--- src/rtl/chargen_pkg.sv ---
// Shared constants for the character generator: ASCII defaults, active-low
// flag encodings and the next-character step function.
package chargen_pkg;

   localparam logic [7:0] ASCII_A = 8'h61;
   localparam logic [7:0] ASCII_Z = 8'h7A;

   typedef enum logic {
      AL_TRUE  = 1'b0,
      AL_FALSE = 1'b1
   } act_low_e;

   // Wraps to first once the last character of the range has been shown.
   function automatic logic [7:0] next_char(
      input logic [7:0] cur,
      input logic [7:0] first,
      input logic [7:0] last
   );
      if (cur == last) begin
         return first;
      end
      return cur + 8'd1;
   endfunction

endpackage

--- src/rtl/chargen.sv ---
// ASCII character generator: presents FIRSTCHAR..LASTCHAR in order, advancing
// one character per completed ready/valid handshake.
module chargen
   import chargen_pkg::*;
#(
   parameter logic [7:0] FIRSTCHAR = ASCII_A,
   parameter logic [7:0] LASTCHAR  = ASCII_Z
) (
   input  logic       clk,
   input  logic       n_rst,
   input  logic       ready_n,
   output logic       valid_n,
   output logic [7:0] port
);

   logic       ready;
   logic       valid_q, valid_d;
   logic [7:0] char_q, char_d;

   assign ready = (ready_n == AL_TRUE);

   // valid echoes ready one cycle late, so a character is only consumed once
   // it has been presented with valid for a full cycle.
   always_comb begin
      valid_d = ready;
      char_d  = char_q;
      if (ready && valid_q) begin
         char_d = next_char(char_q, FIRSTCHAR, LASTCHAR);
      end
   end

   always_ff @(posedge clk) begin
      if (n_rst) begin
         char_q  <= FIRSTCHAR;
         valid_q <= 1'b0;
      end else begin
         char_q  <= char_d;
         valid_q <= valid_d;
      end
   end

   assign valid_n = valid_q ? AL_TRUE : AL_FALSE;
   assign port    = char_q;

endmodule

--- config.mk ---
export PLATFORM = sky130hd
export DESIGN_NAME = chargen
export DESIGN_NICKNAME = d
export VERILOG_FILES = /design/src/rtl/chargen_pkg.sv /design/src/rtl/chargen.sv
export SDC_FILE = /design/constraint.sdc
export NUM_CORES = 1
export LEC_CHECK = 0
export CAP_MARGIN = 40
export CELL_PAD_IN_SITES_DETAIL_PLACEMENT = 1
export CELL_PAD_IN_SITES_GLOBAL_PLACEMENT = 1
export CORE_MARGIN = 3
export CORE_UTILIZATION = 34
export CTS_CLUSTER_SIZE = 14
export DETAILED_ROUTE_END_ITERATION = 12
export HOLD_SLACK_MARGIN = 0.08
export PLACE_DENSITY_LB_ADDON = 0.1
export SETUP_SLACK_MARGIN = 0.05
export SYNTH_ARGS = -nofsm -noshare
export SYNTH_HDL_FRONTEND = slang
export SYNTH_SLANG_ARGS = --single-unit
--- constraint.sdc ---
create_clock -name clk -period 2.1 [get_ports clk]
set_input_delay 0.42 -clock clk [delete_from_list [all_inputs] [get_ports clk]]
set_output_delay 0.42 -clock clk [all_outputs]
set_load 0.05 [all_outputs]
==> results of run 1 <==
[logic make-up after synthesis]
family / Yosys count
adder cells (fa/ha/maj): 2
XOR/XNOR: 2
buffers and inverters: 4
AND/OR/NAND/NOR: 20
flip-flops: 9
AO/OA/AOI/OAI: 10
[cells in the final DEF, fill, tap and decap left out]
master	n
clkdlybuf4s50_1	10
ha_1	2
dfxtp_1	9
nand3b_1	1
nand2b_1	2
nand3_2	1
nand4b_1	1
o31ai_1	2
xor2_1	1
dlymetal6s2s_1	1
or3b_1	1
nand3_1	2
nand2b_4	1
or4_1	2
nor2_1	3
nor3_1	1
a21oi_1	3
nand2_1	1
or3_1	2
inv_1	4
a211oi_1	1
o21ai_0	3
clkbuf_1	1
o41ai_4	1
nor2b_1	1
nand4_2	1
xnor2_1	1
clkbuf_4	3
[cell usage after synthesis]
cell and instances:
nor2b_1 1, inv_1 4, a211oi_1 1, a21oi_1 3
nand4b_1 1, nand3b_1 1, dfxtp_1 9, or3b_1 1
ha_1 2, o21ai_0 3, nor3_1 1, or3_1 2
xor2_1 1, o41ai_4 1, xnor2_1 1, nand3_1 2
nand4_2 1, o31ai_1 2, nand2b_1 2, or4_1 2
nand2_1 1, nand2b_4 1, nand3_2 1, nor2_1 3
[flip-flops by register name, summed over array words and instances (netlist names)]
signal and flops:
port 8, valid_q 1
[through the flow]
step | instance area [um2] | util [%]
after floorplan | 455 | -
after global placement | 583 | 49.2
after detailed placement | 583 | 49.2
after CTS | 609 | 51.4
after global routing | 612 | 51.6
final | 612 | 51.6
[area by class of cell]
| type | count | area (um2) |
|---|---|---|
| timing repair buffer | 11 | 113 |
| clock buffer | 4 | 26.3 |
| tap | 14 | 17.5 |
| sequential | 9 | 180 |
| multi-input combinational | 34 | 260 |
| inverter | 4 | 15.0 |
| fill | 140 | 574 |
[power by group through the flow]
stage / clock network, mW / logic (mW) / registers (mW)
final: 0.132 / 0.0418 / 0.180
after floorplan: 0 / 0.0185 / 0.192
after global routing: 0.147 / 0.0456 / 0.181
after CTS: 0.139 / 0.0423 / 0.180
after detailed placement: 0 / 0.0422 / 0.184
after global placement: 0 / 0.0410 / 0.183
[worst paths after layout]
| check | from | to | cells after the start |
|---|---|---|---|
| max | port[3] | port[3] | 1 |
| min reg2reg | port[7] | port[7] | 2 |
| min | port[7] | port[7] | 2 |
| max reg2reg | port[0] | port[6] | 4 |
[repair_timing]
action | 4_1_cts | 5_1_grt
hold buffers | 0 | 0
endpoints found under the setup margin | 0 | 1
gates resized for setup | 0 | 1
[layer usage]
metal	track usage, %	share of wire [%]	vias to the layer above
met5	0	0	-
met2	20.7	48	8
met3	2.58	4.5	2
met1	15.8	47	185
li1	-	-	202
met4	7.45	0.61	0
==> impl_metrics.json, run 1 <==
{
  "clock_latency_ns": 0.26,
  "path_delay_family": "buffers and inverters",
  "cp.required_ns": 1.68,
  "cts_setup_buffers": 0,
  "die_y_um": 42.6,
  "synth-compound-area-share_pct": 17.6,
  "synth_warnings": 0,
  "yosysTopAreaCellShare_pct": 39.6,
  "routed_wl_um": 990,
  "intPower_mw": 0.265,
  "rsz0062_at_grt": "no",
  "p_total_mw": 0.354,
  "netSwitchingPower_mw": 0.0889,
  "cts_tree": "done",
  "detail-route-antenna-nets": 0,
  "period_share_pct": 92.9,
  "layout_min_cycle_time_ns": 1.95,
  "slowest_delay_ns": 0.84,
  "die_x_um": 42.6,
  "grt_pass1_vias": 414,
  "grt_pass1_wl_mm": 1.78,
  "placed_cells": 72,
  "maxSlewViolCount": 0,
  "place_hpwl_um": 789,
  "peakVddDrop_v": 0.000364,
  "syn_inst": 47,
  "holdWs_ns": 0.503,
  "fmax_mhz": 512,
  "grt_max_degree": 8,
  "core_um2": 1190,
  "path_buf_inv": 1,
  "max_cap_violations": 0,
  "p_sw_share_pct": 25.1,
  "root_buffer": "clkbuf_4",
  "avgViaCountPerCell": 5.22,
  "synth_fa_ha_area_share_pct": 5.49,
  "pwr-share-clk_pct": 37.3,
  "slew_headroom_pct": 66.4,
  "synth-seq-cells": 9,
  "area_growth_pct": 34.3,
  "first_pass_iters": 2,
  "antenna_found_initial": 0,
  "numCtsBuffers": 3,
  "layout.nets": 68,
  "hold_class": "flip-flop to flip-flop",
  "ys_types": 24,
  "path_clk_slew_ns": 0.06,
  "worstMarginPinSlew_ns": 0.502,
  "clock_path_buffers": 2,
  "status": "finished clean",
  "cp_max_fo": 7,
  "cts_sinks": 9,
  "synthXorXnorAreaFrac_pct": 3.85,
  "sequentialPowerShare_pct": 50.9,
  "cp-end-kind": "primary output",
  "setup_viol": 0,
  "yosysSeqAreaShare_pct": 39.6,
  "tns_ns": 0,
  "ios": 12,
  "synth_top_family_by_area": "simple AND/OR/NAND/NOR gates",
  "cellPowerDensity_nw_per_um2": 578,
  "std_cell_rows": 12,
  "hold_viol_final": 0,
  "cp_cell_sequence": "clkdlybuf4s50_1",
  "postSynthNetCount": 52,
  "syn_avg_cell_area_um2": 9.69,
  "drc": 0,
  "p_leak_nw": 0.240,
  "post-place-ws_ns": 0.269,
  "drtIter0Drc": 3,
  "htreeDepth": 1,
  "wl_per_cell_um": 13.0,
  "dr_total_vias": 397,
  "r2r_slack_ns": 0.65,
  "combPwrFrac_pct": 11.8,
  "numPortBuffers": 11,
  "cp.arrival_ns": 1.53,
  "num_antenna_cells": 0,
  "skew_ns": 0.00228,
  "fin_ws_ns": 0.148,
  "initial_core_util_pct": 38.4,
  "synth_area_um2": 455,
  "instances_no_fill": 76,
  "synth-simple-area-share_pct": 30.2,
  "gp_congestion": 0.727,
  "worstSetupPathType": "flip-flop to primary output",
  "cpMaxStageDelayCell": "clkdlybuf4s50_1",
  "dieArea_um2": 1810,
  "grt_usage_pct": 12.9,
  "synth.area.mux_share_pct": 0,
  "yosysTopAreaCell": "dfxtp_1",
  "start_kind": "flip-flop",
  "drive_gt1_share_pct": 11.3,
  "synth_area_leaders": "dfxtp_1 40%, o41ai_4 6.0%, ha_1 5.5%, a21oi_1 3.3%, o21ai_0 3.3%",
  "grt_overflow": 0
}
No activity file was read; power rests on OpenSTA's default activity.
==> run 2, diff against run 1 <==
--- a/config.mk
+++ b/config.mk
@@ -14,6 +14,7 @@
 export DETAILED_ROUTE_END_ITERATION = 12
 export HOLD_SLACK_MARGIN = 0.08
 export PLACE_DENSITY_LB_ADDON = 0.1
+export REMOVE_ABC_BUFFERS = 1
 export SETUP_SLACK_MARGIN = 0.05
 export SYNTH_ARGS = -nofsm -noshare
 export SYNTH_HDL_FRONTEND = slang
==> results of run 2 <==
The final DEF is identical to that of run 1; final timing and power are the same.
==> run 3, diff against run 2 <==
--- a/config.mk
+++ b/config.mk
@@ -13,6 +13,7 @@
 export CTS_CLUSTER_SIZE = 14
 export DETAILED_ROUTE_END_ITERATION = 12
 export HOLD_SLACK_MARGIN = 0.08
+export MAX_ROUTING_LAYER = met4
 export PLACE_DENSITY_LB_ADDON = 0.1
 export REMOVE_ABC_BUFFERS = 1
 export SETUP_SLACK_MARGIN = 0.05
==> results of run 3 <==
The final DEF is identical to that of run 1; final timing and power are the same.
Among the figures that moved: final weighted congestion in routability-driven placement 0.727 -> 0.736; overall routing resource usage 12.9% -> 13.3%
